<file path="src/rtl/ldu_pkg.sv">
// Shared types for the non-blocking load unit.
// Opcodes, MSHR state encoding and the MSHR entry layout.
package ldu_pkg;

    localparam int LDU_AW  = 16;
    localparam int LDU_DW  = 16;
    localparam int LDU_RSW = 6;

    localparam logic [3:0] OP_LD  = 4'd4;
    localparam logic [3:0] OP_LDR = 4'd5;

    typedef enum logic [1:0] {
        MSHR_FREE,
        MSHR_WAIT,
        MSHR_DONE
    } mshr_state_e;

    typedef struct packed {
        mshr_state_e          state;
        logic [LDU_AW-1:0]    addr;
        logic [LDU_RSW-1:0]   tag;
        logic [3:0]           op;
        logic [LDU_DW-1:0]    data;
    } mshr_t;

endpackage

</file>
<file path="src/rtl/ldu_fa_cache.sv">
// Fully-associative data cache for the load unit.
// Ports: clk, rst_n (async active-low clear); lk_addr -> lk_hit/lk_data
// (combinational lookup); fill_en/fill_addr/fill_data (round-robin fill,
// in-place update when the address is already cached).
module ldu_fa_cache
    import ldu_pkg::*;
#(
    parameter int CACHE_ENTRIES = 4,
    parameter int AW            = 16,
    parameter int DW            = 16
) (
    input  logic          clk,
    input  logic          rst_n,
    input  logic [AW-1:0] lk_addr,
    output logic          lk_hit,
    output logic [DW-1:0] lk_data,
    input  logic          fill_en,
    input  logic [AW-1:0] fill_addr,
    input  logic [DW-1:0] fill_data
);

    localparam int PW = $clog2(CACHE_ENTRIES);

    logic [CACHE_ENTRIES-1:0] vld_q, vld_d;
    logic [AW-1:0]            tag_q [CACHE_ENTRIES];
    logic [AW-1:0]            tag_d [CACHE_ENTRIES];
    logic [DW-1:0]            dat_q [CACHE_ENTRIES];
    logic [DW-1:0]            dat_d [CACHE_ENTRIES];
    logic [PW-1:0]            rr_q, rr_d;

    logic                     in_place;
    logic [PW-1:0]            in_idx;

    always_comb begin
        lk_hit  = 1'b0;
        lk_data = '0;
        for (int i = 0; i < CACHE_ENTRIES; i++) begin
            if (vld_q[i] && tag_q[i] == lk_addr) begin
                lk_hit  = 1'b1;
                lk_data = dat_q[i];
            end
        end
    end

    always_comb begin
        in_place = 1'b0;
        in_idx   = '0;
        for (int i = 0; i < CACHE_ENTRIES; i++) begin
            if (vld_q[i] && tag_q[i] == fill_addr) begin
                in_place = 1'b1;
                in_idx   = PW'(i);
            end
        end
    end

    always_comb begin
        vld_d = vld_q;
        tag_d = tag_q;
        dat_d = dat_q;
        rr_d  = rr_q;
        if (fill_en) begin
            if (in_place) begin
                // Refill of a resident line: keep the victim pointer.
                dat_d[in_idx] = fill_data;
            end else begin
                vld_d[rr_q] = 1'b1;
                tag_d[rr_q] = fill_addr;
                dat_d[rr_q] = fill_data;
                if (rr_q == PW'(CACHE_ENTRIES - 1))
                    rr_d = '0;
                else
                    rr_d = rr_q + 1'b1;
            end
        end
    end

    always_ff @(posedge clk or negedge rst_n) begin
        if (!rst_n) begin
            vld_q <= '0;
            rr_q  <= '0;
            for (int i = 0; i < CACHE_ENTRIES; i++) begin
                tag_q[i] <= '0;
                dat_q[i] <= '0;
            end
        end else begin
            vld_q <= vld_d;
            rr_q  <= rr_d;
            tag_q <= tag_d;
            dat_q <= dat_d;
        end
    end

endmodule

</file>
<file path="src/rtl/ld_nb_unit.sv">
// Non-blocking LD/LDR unit: one lookup stage, FA cache, MSHR table.
// Ports: valid/rs_num/op/val0/val1 request (accepted when !busy);
// valid_out/rs_num_out/op_out/res_out result pulse (out of order);
// mem_re/mem_raddr request, mem_ready/mem_addr_out/mem_data_out
// shared broadcast; busy = stage held. Macro LDU_MERGE_EN lets a
// miss to an address already in flight take a secondary MSHR.
module ld_nb_unit
    import ldu_pkg::*;
#(
    parameter int AW            = LDU_AW,
    parameter int DW            = LDU_DW,
    parameter int RSW           = LDU_RSW,
    parameter int CACHE_ENTRIES = 4,
    parameter int NUM_MSHR      = 4
) (
    input  logic           clk,
    input  logic           rst_n,
    input  logic           valid,
    input  logic [RSW-1:0] rs_num,
    input  logic [3:0]     op,
    input  logic [AW-1:0]  val0,
    input  logic [AW-1:0]  val1,
    output logic           valid_out,
    output logic [RSW-1:0] rs_num_out,
    output logic [3:0]     op_out,
    output logic [DW-1:0]  res_out,
    output logic [AW-1:0]  mem_raddr,
    output logic           mem_re,
    input  logic [AW-1:0]  mem_addr_out,
    input  logic [DW-1:0]  mem_data_out,
    input  logic           mem_ready,
    output logic           busy
);

`ifdef LDU_MERGE_EN
    localparam bit MERGE_EN = 1'b1;
`else
    localparam bit MERGE_EN = 1'b0;
`endif

    localparam int MW = (NUM_MSHR > 1) ? $clog2(NUM_MSHR) : 1;

    logic           stg_vld_q, stg_vld_d;
    logic [AW-1:0]  stg_addr_q, stg_addr_d;
    logic [RSW-1:0] stg_tag_q, stg_tag_d;
    logic [3:0]     stg_op_q, stg_op_d;

    mshr_t          mshr_q [NUM_MSHR];
    mshr_t          mshr_d [NUM_MSHR];

    logic           valid_out_q, valid_out_d;
    logic [RSW-1:0] rs_num_out_q, rs_num_out_d;
    logic [3:0]     op_out_q, op_out_d;
    logic [DW-1:0]  res_out_q, res_out_d;
    logic           mem_re_q, mem_re_d;
    logic [AW-1:0]  mem_raddr_q, mem_raddr_d;

    logic           c_hit;
    logic [DW-1:0]  c_data;
    logic           fill_en;

    logic           any_done, free_any, wait_hit;
    logic [MW-1:0]  done_idx, free_idx;
    logic           snarf, hit, stall, go;
    logic [DW-1:0]  hit_data;
    logic [AW-1:0]  req_addr;

    ldu_fa_cache #(
        .CACHE_ENTRIES (CACHE_ENTRIES),
        .AW            (AW),
        .DW            (DW)
    ) u_cache (
        .clk       (clk),
        .rst_n     (rst_n),
        .lk_addr   (stg_addr_q),
        .lk_hit    (c_hit),
        .lk_data   (c_data),
        .fill_en   (fill_en),
        .fill_addr (mem_addr_out),
        .fill_data (mem_data_out)
    );

    assign req_addr = (op == OP_LDR) ? val0 + val1 : val0;

    // Descending scans leave the lowest matching index.
    always_comb begin
        any_done = 1'b0;
        done_idx = '0;
        free_any = 1'b0;
        free_idx = '0;
        wait_hit = 1'b0;
        for (int i = NUM_MSHR - 1; i >= 0; i--) begin
            if (mshr_q[i].state == MSHR_DONE) begin
                any_done = 1'b1;
                done_idx = MW'(i);
            end
            if (mshr_q[i].state == MSHR_FREE) begin
                free_any = 1'b1;
                free_idx = MW'(i);
            end
            if (mshr_q[i].state == MSHR_WAIT &&
                mshr_q[i].addr == stg_addr_q)
                wait_hit = 1'b1;
        end
    end

    // A broadcast of the stage address counts as a hit.
    assign snarf    = mem_ready && (mem_addr_out == stg_addr_q);
    assign hit      = snarf || c_hit;
    assign hit_data = snarf ? mem_data_out : c_data;

    // DONE entries own the output port, so the stage yields to them.
    assign stall = any_done
                || (!hit && !free_any)
                || (!hit && wait_hit && !MERGE_EN);
    assign busy  = stg_vld_q && stall;
    assign go    = stg_vld_q && !stall;

    always_comb begin
        stg_vld_d    = stg_vld_q;
        stg_addr_d   = stg_addr_q;
        stg_tag_d    = stg_tag_q;
        stg_op_d     = stg_op_q;
        mshr_d       = mshr_q;
        valid_out_d  = 1'b0;
        rs_num_out_d = rs_num_out_q;
        op_out_d     = op_out_q;
        res_out_d    = res_out_q;
        mem_re_d     = 1'b0;
        mem_raddr_d  = mem_raddr_q;
        fill_en      = 1'b0;

        for (int i = 0; i < NUM_MSHR; i++) begin
            if (mem_ready && mshr_q[i].state == MSHR_WAIT &&
                mshr_q[i].addr == mem_addr_out) begin
                mshr_d[i].state = MSHR_DONE;
                mshr_d[i].data  = mem_data_out;
                fill_en         = 1'b1;
            end
        end

        if (any_done) begin
            valid_out_d            = 1'b1;
            rs_num_out_d           = mshr_q[done_idx].tag;
            op_out_d               = mshr_q[done_idx].op;
            res_out_d              = mshr_q[done_idx].data;
            mshr_d[done_idx].state = MSHR_FREE;
        end else if (go && hit) begin
            valid_out_d  = 1'b1;
            rs_num_out_d = stg_tag_q;
            op_out_d     = stg_op_q;
            res_out_d    = hit_data;
        end else if (go) begin
            mshr_d[free_idx] = '{
                state: MSHR_WAIT,
                addr:  stg_addr_q,
                tag:   stg_tag_q,
                op:    stg_op_q,
                data:  '0
            };
            // A secondary entry rides on the primary's request.
            if (!wait_hit) begin
                mem_re_d    = 1'b1;
                mem_raddr_d = stg_addr_q;
            end
        end

        if (valid && !busy) begin
            stg_vld_d  = 1'b1;
            stg_addr_d = req_addr;
            stg_tag_d  = rs_num;
            stg_op_d   = op;
        end else if (go) begin
            stg_vld_d = 1'b0;
        end
    end

    always_ff @(posedge clk or negedge rst_n) begin
        if (!rst_n) begin
            stg_vld_q    <= 1'b0;
            stg_addr_q   <= '0;
            stg_tag_q    <= '0;
            stg_op_q     <= '0;
            valid_out_q  <= 1'b0;
            rs_num_out_q <= '0;
            op_out_q     <= '0;
            res_out_q    <= '0;
            mem_re_q     <= 1'b0;
            mem_raddr_q  <= '0;
            for (int i = 0; i < NUM_MSHR; i++)
                mshr_q[i] <= '0;
        end else begin
            stg_vld_q    <= stg_vld_d;
            stg_addr_q   <= stg_addr_d;
            stg_tag_q    <= stg_tag_d;
            stg_op_q     <= stg_op_d;
            valid_out_q  <= valid_out_d;
            rs_num_out_q <= rs_num_out_d;
            op_out_q     <= op_out_d;
            res_out_q    <= res_out_d;
            mem_re_q     <= mem_re_d;
            mem_raddr_q  <= mem_raddr_d;
            mshr_q       <= mshr_d;
        end
    end

    assign valid_out  = valid_out_q;
    assign rs_num_out = rs_num_out_q;
    assign op_out     = op_out_q;
    assign res_out    = res_out_q;
    assign mem_re     = mem_re_q;
    assign mem_raddr  = mem_raddr_q;

endmodule

</file>
<file path="config.mk">
export PLATFORM = sky130hd
export DESIGN_NAME = ld_nb_unit
export DESIGN_NICKNAME = d
export VERILOG_FILES = /design/src/rtl/ldu_pkg.sv /design/src/rtl/ldu_fa_cache.sv /design/src/rtl/ld_nb_unit.sv
export SDC_FILE = /design/constraint.sdc
export NUM_CORES = 1
export LEC_CHECK = 0
export ABC_CLOCK_PERIOD_IN_PS = 7700
export BUFFER_PORTS_ARGS = -buffer_cell sky130_fd_sc_hd__buf_2
export CORE_MARGIN = 8
export CORE_UTILIZATION = 45
export CTS_CLUSTER_DIAMETER = 150
export DETAILED_ROUTE_END_ITERATION = 8
export PLACE_DENSITY = 0.73
export SYNTH_ARGS = -nofsm -noshare
export SYNTH_HDL_FRONTEND = slang
export SYNTH_SLANG_ARGS = --single-unit
</file>
<file path="constraint.sdc">
create_clock -name clk -period 7.7 [get_ports clk]
set_input_delay 1.54 -clock clk [delete_from_list [all_inputs] [get_ports clk]]
set_output_delay 1.54 -clock clk [all_outputs]
set_load 0.02 [all_outputs]
</file>
==> flow_metrics.env <==
export IMPL_track_usage=0.2089
export IMPL_synth_edf_count=0
export IMPL_core_area_um2=45280
export IMPL_placementRows=78
export IMPL_finalSetupViolCount=0
export IMPL_viasPerCell=5.860
export IMPL_synth_avg_cell_area_um2=11.43
export IMPL_grt_antenna_before_repair=0
export IMPL_io_pins=123
export IMPL_min_from="rs_num_out[3]"
export IMPL_syn_area_um2=20560
export IMPL_grt_overflow=0
export IMPL_holdPathEnd="rs_num_out[3]"
export IMPL_maxSlewViolCount=0
export IMPL_initial_core_util=0.4540
export IMPL_period_needed_ns=5.421
export IMPL_cts_path_max_buffers=3
export IMPL_r2r_start="mshr_q[86]"
export IMPL_diodes=0
export IMPL_cts_resized=0
export IMPL_rsz0062_at_grt="false"
export IMPL_reg2reg_to="mshr_q[22]"
export IMPL_cap_violations=0
export IMPL_crit_fanout=13
export IMPL_hold_path_class="register to register"
export IMPL_die_area_um2=52780
export IMPL_final_net_count=1961
export IMPL_timing_setup_tns_ns=0
export IMPL_ys_seq_area_frac=0.4638
export IMPL_yosysMostFrequentCell="dfrtp_1"
export IMPL_ys_warn_count=0
export IMPL_power_density_nw_per_um2=326.3
export IMPL_ys_ff_latch=381
export IMPL_syn2layout_area_growth_pct=12.01
export IMPL_dp_hpwl_mm=38.31
export IMPL_synthTopCellsByArea="dfrtp_1 (46%), mux2_2 (15%), xor2_1 (6.5%)"
export IMPL_drc=0
export IMPL_post_route_period_util=0.7040
export IMPL_path_clk_slew_ns=0.06
export IMPL_io_buffers=122
export IMPL_grt_pass1_wl_mm=88.83
export IMPL_final_hold_viol_count=0
export IMPL_synth_top_cell_by_area="dfrtp_1"
export IMPL_gp_congestion=0.9110
export IMPL_placed_area_um2=21530
export IMPL_netlist_top_cells_count="dfrtp_1 (381), mux2_2 (265), xor2_1 (152)"
export IMPL_grt_pass1_vias=15143
export IMPL_ys_types=66
export IMPL_cts_htree_levels=2
export IMPL_die_w_um=229.7
export IMPL_cts_hold_buf=0
export IMPL_cts_buffers=42
export IMPL_fp_dieH_um=229.7
export IMPL_hold_worst_slack_ns=0.4879
export IMPL_outcome="finished, final reports clean"
export IMPL_first_pass_iters=6
export IMPL_synth_cells=1799
export IMPL_clock_latency_ns=0.54
export IMPL_p_leak_nw=10.79
export IMPL_cts_tree="yes"
export IMPL_post_drt_wl_per_cell_um=22.45
export IMPL_clock_sinks=381
export IMPL_ys_flop_type="dfrtp_1"
export IMPL_postCtsSetupBuffers=0
export IMPL_worst_pin_slew_ns=1.093
export IMPL_vias=14614
export IMPL_syn_nets=1897
export IMPL_critPathRequiredTime_ns=6.16
export IMPL_worstSetupPathType="input pin to primary output"
export IMPL_hold_depth=2
export IMPL_finalInstanceArea_um2=23030
export IMPL_critPathArrivalTime_ns=3.88
export IMPL_grt_max_degree=116
export IMPL_yosys_area_top_type_share=0.4638
export IMPL_r2r_cells=9
export IMPL_routed_wl_mm=55.98
export IMPL_finClkSkew_ns=0.01697
export IMPL_r2r_slack_ns=2.90
export IMPL_drive_gt1_frac=0.2872
export IMPL_maxSlewHeadroom=0.2714
export IMPL_initialDrtViolationCount=1312
export IMPL_root_buffer="clkbuf_16"
export IMPL_ys_async_sr_fraction=1.000
export IMPL_worstSetupStartpointType="input pin"
export IMPL_ant_nets=0
export IMPL_end_kind="primary output"
export IMPL_max_freq_mhz=184.5
export IMPL_vdd_drop_max_mv=0.2032
==> cells by family (layout without fill, tap and decap cells) <==
logic type / count (synthesis) / in the layout / synth area share
multiplexers: 351 / 351 / 0.1919
buffers and inverters: 149 / 244 / 0.03749
AND/OR/NAND/NOR: 422 / 422 / 0.1075
AO/OA/AOI/OAI: 194 / 194 / 0.06670
flip-flops: 381 / 381 / 0.4638
XOR/XNOR: 282 / 282 / 0.1201
adder cells (fa/ha/maj): 20 / 20 / 0.01254
==> state kept, by name (all words and copies together) (netlist names) <==
signal         count
u_cache.vld_q      4
u_cache.tag_q     64
valid_out          1
stg_tag_q          6
mem_raddr         16
stg_vld_q          1
u_cache.dat_q     64
stg_op_q           4
stg_addr_q        16
mshr_q           176
op_out             4
mem_re             1
rs_num_out         6
u_cache.rr_q       2
res_out           16
==> worst max-delay path: stages <==
cell	delay, ns
buf_2	0.40
xnor2_1	0.14
nand4_1	0.13
nor4_1	0.08
o2bb2ai_2	0.19
or4_1	0.70
nor2b_1	0.34
o21a_1	0.18
buf_2	0.17
==> cell type report <==
| cell class | instances | area (µm²) |
|---|---|---|
| Clock buffer | 56 | 1237 |
| Clock inverter | 19 | 259.0 |
| Fill cell | 3976 | 22260 |
| Tap cell | 600 | 750.7 |
| Timing Repair Buffer | 160 | 918.4 |
| Inverter | 9 | 33.78 |
| Multi-Input combinational cell | 1269 | 10290 |
| Sequential cell | 381 | 9534 |
==> layer usage <==
layer  GRT usage  vias up  routed length (µm)
li1            -     6501                   -
met1      0.2904     7459               25240
met2      0.3264      557               25550
met3     0.03928       97                3723
met4     0.06791        0                1458
met5           0        -                   0
==> how the worst max path moves through the flow <==
stage / endpoint / startpoint / cells after the start / slack (ns)
detailed placement: mshr_q[18] / mem_addr_out[14] / 11 / 2.27
finish: busy / mem_addr_out[14] / 9 / 2.28
CTS: busy / mem_addr_out[14] / 9 / 2.34
global placement: mshr_q[19] / mem_addr_out[14] / 11 / 2.38
global route: busy / mem_addr_out[14] / 9 / 2.17
floorplan: busy / mem_addr_out[14] / 8 / 3.15
==> metrics by stage <==
step | utilization | std cells | setup slack (ns) | total power, mW
CTS | 0.5085 | 2494 | 2.337 | 7.537
global route | 0.5085 | 2494 | 2.166 | 7.886
global placement | 0.4755 | 2419 | 2.376 | 5.294
finish | 0.5085 | 2494 | 2.279 | 7.514
floorplan | - | 1799 | 3.147 | 4.683
detailed placement | 0.4755 | 2419 | 2.268 | 5.366
==> cells in the final DEF, fill, tap and decap left out, types with 6 or more instances in the layout <==
cell         n
ha_1        19
clkbuf_16   45
nor3_1      18
mux2_4      20
a221oi_1    11
inv_1        9
nand2b_1    10
nor4_1      46
o221ai_1    10
o21ai_0     52
a21o_1      18
a222oi_1    26
bufinv_16    6
a21oi_1     32
xor2_1     152
xnor2_1    130
mux2_2     265
or4_1        8
nor3b_1      7
o21a_1       7
clkinv_2     8
nor2_1     104
mux2i_1     66
nand4_1     23
clkbuf_8     7
and3_1      15
or3_1        6
nand2_1     96
buf_4       37
buf_2      121
dfrtp_1    381
nor2b_1     10
nand3_1     35
==> where the power goes <==
group / switching, mW / leakage, nW / total, mW / internal [mW]
Clock: 0.821 / 0.730 / 2.15 / 1.33
Combinational: 1.25 / 5.06 / 2.43 / 1.18
Sequential: 0.512 / 5.00 / 2.93 / 2.42
(Power assumes the default switching activity.)
